$ cat src/rtl/imem_loader_pkg.sv
// Shared types and constants for the boot-time instruction-memory loader.
package imem_loader_pkg;

    localparam int unsigned WORD_W         = 32;
    localparam int unsigned BYTE_W         = 8;
    localparam int unsigned LEN_W          = 16;
    localparam int unsigned BYTES_PER_WORD = 4;
    localparam int unsigned BYTE_IDX_W     = 2;
    localparam logic [7:0]  CSUM_GOOD      = 8'h00;

    typedef enum logic [2:0] {
        LEN_HI,
        LEN_LO,
        DATA,
        WRITE,
        CSUM,
        DONE,
        ERR
    } loader_state_t;

endpackage

$ cat src/rtl/imem_loader_byte_word_packer.sv
// Big-endian byte-to-word packer: shifts bytes in MSB first and flags the
// byte that completes a word.
//   clk, rst_n   clock, async active-low reset
//   clr          discard any partial word (restart)
//   shift        accept in_data this cycle
//   in_data      stream byte
//   word         assembled word (registered)
//   word_full_c  high on the cycle the 4th byte of a word is shifted in
module byte_word_packer
    import imem_loader_pkg::*;
(
    input  logic              clk,
    input  logic              rst_n,
    input  logic              clr,
    input  logic              shift,
    input  logic [BYTE_W-1:0] in_data,
    output logic [WORD_W-1:0] word,
    output logic              word_full_c
);

    logic [BYTE_IDX_W-1:0] idx_q;

    assign word_full_c = shift && (idx_q == BYTE_IDX_W'(BYTES_PER_WORD - 1));

    // Shift register and byte index; index wraps naturally after 4 bytes.
    always_ff @(posedge clk or negedge rst_n) begin
        if (!rst_n) begin
            word  <= '0;
            idx_q <= '0;
        end else if (clr) begin
            word  <= '0;
            idx_q <= '0;
        end else if (shift) begin
            word  <= {word[WORD_W-BYTE_W-1:0], in_data};
            idx_q <= idx_q + BYTE_IDX_W'(1);
        end
    end

endmodule

$ cat src/rtl/imem_loader.sv
// Boot loader: receives a length-prefixed, checksummed byte stream and
// writes it as big-endian words into instruction memory from address 0,
// holding the core until the image is complete and verified.
//   clk, rst_n  clock, async active-low reset
//   start       restart from the header, discarding any partial frame
//   in_valid/in_ready/in_data  byte stream handshake
//   im_we/im_addr/im_wdata     instruction-memory write port
//   cpu_hold    core held in reset until done
//   done        image loaded and checksum good (sticky)
//   err         oversize length or bad checksum (sticky)
module imem_loader
    import imem_loader_pkg::*;
#(
    parameter int unsigned ADDR_W      = 10,
    parameter int unsigned DEPTH_WORDS = 256
) (
    input  logic              clk,
    input  logic              rst_n,
    input  logic              start,
    input  logic              in_valid,
    input  logic [7:0]        in_data,
    output logic              in_ready,
    output logic              im_we,
    output logic [ADDR_W-1:0] im_addr,
    output logic [31:0]       im_wdata,
    output logic              cpu_hold,
    output logic              done,
    output logic              err
);

    loader_state_t    state_q, state_n;
    logic [LEN_W-1:0] len_q;
    logic [LEN_W-1:0] cnt_q;
    logic [LEN_W-1:0] len_full_c;
    logic [7:0]       sum_q;
    logic [7:0]       sum_final_c;
    logic             accept_c;
    logic             shift_c;
    logic             word_full_c;
    logic [WORD_W-1:0] word;

    assign accept_c    = in_valid && in_ready;
    assign shift_c     = accept_c && !start && (state_q == DATA);
    assign len_full_c  = {len_q[LEN_W-1:BYTE_W], in_data};
    assign sum_final_c = sum_q + in_data;

    byte_word_packer u_packer (
        .clk         (clk),
        .rst_n       (rst_n),
        .clr         (start),
        .shift       (shift_c),
        .in_data     (in_data),
        .word        (word),
        .word_full_c (word_full_c)
    );

    assign im_wdata = word;
    assign im_addr  = ADDR_W'({cnt_q, 2'b00});

    // State register
    always_ff @(posedge clk or negedge rst_n) begin
        if (!rst_n) begin
            state_q <= LEN_HI;
        end else begin
            state_q <= state_n;
        end
    end

    // Next-state logic; start overrides everything, including a byte in flight.
    always_comb begin
        state_n = state_q;
        if (start) begin
            state_n = LEN_HI;
        end else begin
            case (state_q)
                LEN_HI: if (accept_c) state_n = LEN_LO;
                LEN_LO: begin
                    if (accept_c) begin
                        if (len_full_c > LEN_W'(DEPTH_WORDS)) begin
                            state_n = ERR;
                        end else if (len_full_c == '0) begin
                            state_n = CSUM;
                        end else begin
                            state_n = DATA;
                        end
                    end
                end
                DATA:   if (word_full_c) state_n = WRITE;
                WRITE:  state_n = ((cnt_q + LEN_W'(1)) == len_q) ? CSUM : DATA;
                CSUM: begin
                    if (accept_c) begin
                        state_n = (sum_final_c == CSUM_GOOD) ? DONE : ERR;
                    end
                end
                DONE:   state_n = DONE;
                ERR:    state_n = ERR;
                default: state_n = LEN_HI;
            endcase
        end
    end

    // Length, word counter and running checksum
    always_ff @(posedge clk or negedge rst_n) begin
        if (!rst_n) begin
            len_q <= '0;
            cnt_q <= '0;
            sum_q <= '0;
        end else if (start) begin
            len_q <= '0;
            cnt_q <= '0;
            sum_q <= '0;
        end else begin
            if (accept_c) begin
                sum_q <= sum_final_c;
            end
            if (accept_c && (state_q == LEN_HI)) begin
                len_q[LEN_W-1:BYTE_W] <= in_data;
            end
            if (accept_c && (state_q == LEN_LO)) begin
                len_q[BYTE_W-1:0] <= in_data;
            end
            if (state_q == WRITE) begin
                cnt_q <= cnt_q + LEN_W'(1);
            end
        end
    end

    // Registered status outputs, decoded from the upcoming state.
    always_ff @(posedge clk or negedge rst_n) begin
        if (!rst_n) begin
            in_ready <= 1'b1;
            im_we    <= 1'b0;
            cpu_hold <= 1'b1;
            done     <= 1'b0;
            err      <= 1'b0;
        end else begin
            in_ready <= (state_n == LEN_HI) || (state_n == LEN_LO) ||
                        (state_n == DATA)   || (state_n == CSUM);
            im_we    <= (state_n == WRITE);
            cpu_hold <= (state_n != DONE);
            done     <= (state_n == DONE);
            err      <= (state_n == ERR);
        end
    end

endmodule

$ cat config.mk
export PLATFORM = sky130hd
export DESIGN_NAME = imem_loader
export DESIGN_NICKNAME = d
export VERILOG_FILES = /design/src/rtl/imem_loader_pkg.sv /design/src/rtl/imem_loader_byte_word_packer.sv /design/src/rtl/imem_loader.sv
export SDC_FILE = /design/constraint.sdc
export NUM_CORES = 1
export LEC_CHECK = 0
export ABC_AREA = 1
export CORE_MARGIN = 2
export CORE_UTILIZATION = 44
export CTS_BUF_LIST = sky130_fd_sc_hd__clkbuf_4
export DETAILED_ROUTE_END_ITERATION = 6
export PLACE_DENSITY = 0.75
export SETUP_SLACK_MARGIN = 0.3
export SLEW_MARGIN = 30
export SYNTH_ARGS = -nofsm -noshare
export SYNTH_HDL_FRONTEND = slang
export SYNTH_SLANG_ARGS = --single-unit
$ cat constraint.sdc
create_clock -name clk -period 5.1 [get_ports clk]
set_input_delay 0.765 -clock clk [delete_from_list [all_inputs] [get_ports clk]]
set_output_delay 0.765 -clock clk [all_outputs]
set_load 0.02 [all_outputs]
==> flow_summary_export.csv <==
group,metric,value,unit
yosys,synth-simple-area-share,28.2,%
clocking,cts.sinks,82,
yosys,async_reset_ff_share,100,%
critical_path,cp.arrival,3.63,ns
drt,wl_met3,601,µm
grt,grt_overflow_total,0,
drt,drtPass1Iterations,6,
yosys,yosysMostFrequentCell,"nand2_1",
sta,min_period,3.26,ns
grt,grt_usage,20.3,%
yosys,ys_seq_elements,82,
grt,antenna_found_initial,0,
critical_path,cp-start-kind,"input pin",
sta,setup_viol,0,
critical_path,critPathRequiredTime,5.47,ns
drt,top_layer_used,"met4",
power_and_ir_drop,p_switching,427,µW
layout,diodes,0,
drt,wire_per_inst,13.7,µm
layout,final_layout_size_suffix_gt1_share,5.02,%
clocking,cts_root_buf,"clkbuf_4",
floorplanning,die_w,104,µm
layout,final_nets,654,
critical_path,worstSetupPathType,"input pin to flip-flop",
yosys,synthAdderAreaFrac,3.01,%
grt,first_global_vias,3869,
place,dpl_worst_slack,1.41,ns
clocking,clk_pin_slew,0.15,ns
worst_hold_path,hold_path.class,"input pin to asynchronous set/reset pin",
critical_path,crit_fanout,34,
power_and_ir_drop,p_leak,2.45,nW
yosys,synth_common_cells,"170 x nand2_1, 90 x inv_1, 80 x dfrtp_1",
power_and_ir_drop,p_sw_share,30.7,%
yosys,synthMuxAreaShare,0,%
clocking,clk_path_buf_depth,2,
power_and_ir_drop,vdd_drop_max,0.153,mV
yosys,yosys-top-cells-area,"dfrtp_1 45%, nand2_1 14%, inv_1 7.7%, nand3_1 6.5%, o22ai_1 5.0%",
sta,clock.fmax,0.307,GHz
drt,via_per_inst,5.11,
place,place.gp.congestion,0.843,
yosys,yosys_warnings,0,
yosys,synth_flop_cell,"dfrtp_1",
clocking,ctsResizeCount,0,
power_and_ir_drop,p_comb_share,16.3,%
yosys,synth-compound-area-share,10.6,%
grt,grt_max_degree,83,
power_and_ir_drop,p_int,963,µW
drt,wl_met2,5.11,mm
outcome,status,"finished, final reports clean",
clocking,hold_buffers,0,
sta,tightest_slew,0.735,ns
yosys,synthesis.instances,585,
sta,tns,0,ns
yosys,synth_top_area_share,45.5,%
yosys,synth-xor-area-share,0.795,%
power_and_ir_drop,seq_power_share,50.3,%
critical_path,reg2regPathDepth,8,
place,io_buffers,56,
yosys,synth_area_per_cell,7.53,µm²
sta,rsz0062_at_grt,"false",
power_and_ir_drop,power.share.clock,33.4,%
drt,postRouteAntennaNets,0,
clocking,cts_made_buffers,9,
critical_path,end_kind,"flip-flop",
sta,maxSlewViolCount,0,
clocking,cts_tree,"built",
yosys,yosysTopAreaCell,"dfrtp_1",
sta,hold_viol_final,0,
layout,area_growth,18.0,%
flow_run,drv_cap,0,
clocking,worstSkewPairLatency,0.46,ns
floorplanning,die_y,104,µm
drt,vias,3935,
sta,fin_crit_sh,63.9,%
drt,met1_length,4.71,mm
sta,finClkSkew,0.0187,ns
grt,grt_first_pass_wirelength,17.9,mm
power_and_ir_drop,power.density,268,nW/µm²
floorplanning,core_area,9730,µm²
sta,setup_ws,1.84,ns
yosys,synth-seq-area-share,46.6,%
floorplanning,ios,59,
yosys,synth.distinct_cells,33,
clocking,h-tree-depth,3,
yosys,synth_edf_count,0,
yosys,synth_top_family_by_area,"simple AND/OR/NAND/NOR gates",
place,dp_hpwl,7.86,mm
sta,max_slew_margin,51.0,%
floorplanning,start_util,45.3,%
floorplanning,row_count,36,
drt,drc_errors,0,
clocking,cts_setup_buffers,0,
yosys,netlist_area,4400,µm²
drt,drt_iter0_drc,239,
floorplanning,die_area,10800,µm²
drt,wl,10.6,mm
## cell usage in the layout, fill, tap and decap left out, drive strengths merged, types with 2 or more instances in the layout
cell,synthesis,final
o21ai,38,38
dfstp,2,2
clkdlybuf4s50,0,55
nor2,48,48
buf,15,2
bufinv,0,2
xnor2,3,3
ha,9,9
clkbuf,7,9
nand3b,2,2
nand2,172,172
o22ai,35,35
conb,1,2
nand3,58,58
inv,91,95
a21oi,7,7
dfrtp,80,80
nand4,8,8
## flip-flops by register name, summed over array words and instances (netlist names), 2 cells and up
name / cells
u_packer.word: 32
cnt_q: 16
len_q: 16
sum_q: 8
state_q: 3
u_packer.idx_q: 2
## worst max-delay path, cell delays in order
cell,delay [ns]
clkdlybuf4s50_1,0.76
nor2_2,0.17
nand2_1,0.10
buf_4,0.31
inv_1,0.13
nor2_1,0.55
inv_1,0.55
o22ai_1,0.28
## power by group through the flow
stage	sequential, mW	combinational (mW)	clock, mW
finish	0.700	0.227	0.464
CTS	0.699	0.227	0.471
floorplan	0.710	0.153	0
global placement	0.711	0.219	0
detailed placement	0.711	0.226	0
global route	0.703	0.257	0.504
## routing by layer
| layer | global-route usage [%] | up-vias |
|---|---|---|
| li1 | - | 1969 |
| met1 | 26.0 | 1829 |
| met2 | 34.5 | 120 |
| met3 | 3.88 | 17 |
| met4 | 6.85 | 0 |
| met5 | 0 | - |
## worst paths after layout
kind | start | slack, ns | endpoint
setup / recovery | start | 1.84 | u_packer.word[4]
hold / removal | rst_n | 0.30 | cnt_q[13]
setup reg to reg | in_ready | 2.29 | u_packer.word[4]
hold reg to reg | u_packer.word[26] | 0.50 | u_packer.word[26]
max in group asynchronous | rst_n | 4.28 | u_packer.word[29]
min in group clk | u_packer.word[26] | 0.50 | u_packer.word[26]
## cells by family (layout without fill, tap and decap cells)
group,after synthesis,count (layout)
and+or+nand+nor,291,291
buffers and inverters,114,165
AOI/OAI and AO/OA,83,83
DFF,82,82
adders and majority gates,10,10
xor gates and xnor gates,4,4
other,1,2
## metrics by stage
stage / utilization [%] / std cells / hold slack, ns / cell area, µm² / total power, mW
after floorplan: - / 586 / 0.467 / 4410 / 0.863
after global placement: 51.6 / 754 / 0.481 / 5020 / 0.930
after detailed placement: 51.6 / 754 / 0.477 / 5020 / 0.937
after global routing: 53.4 / 770 / 0.345 / 5190 / 1.46
final: 53.4 / 770 / 0.301 / 5190 / 1.39
after CTS: 53.4 / 770 / 0.346 / 5190 / 1.40
## final cells by class
type | count | area (µm²)
fill | 908 | 4530
multi-input combinational | 390 | 1890
tap | 133 | 166
sequential | 82 | 2050
inverter | 92 | 345
timing repair buffer | 57 | 569
clock inverter | 7 | 105
clock buffer | 9 | 67.6
(Power assumes the default switching activity.)
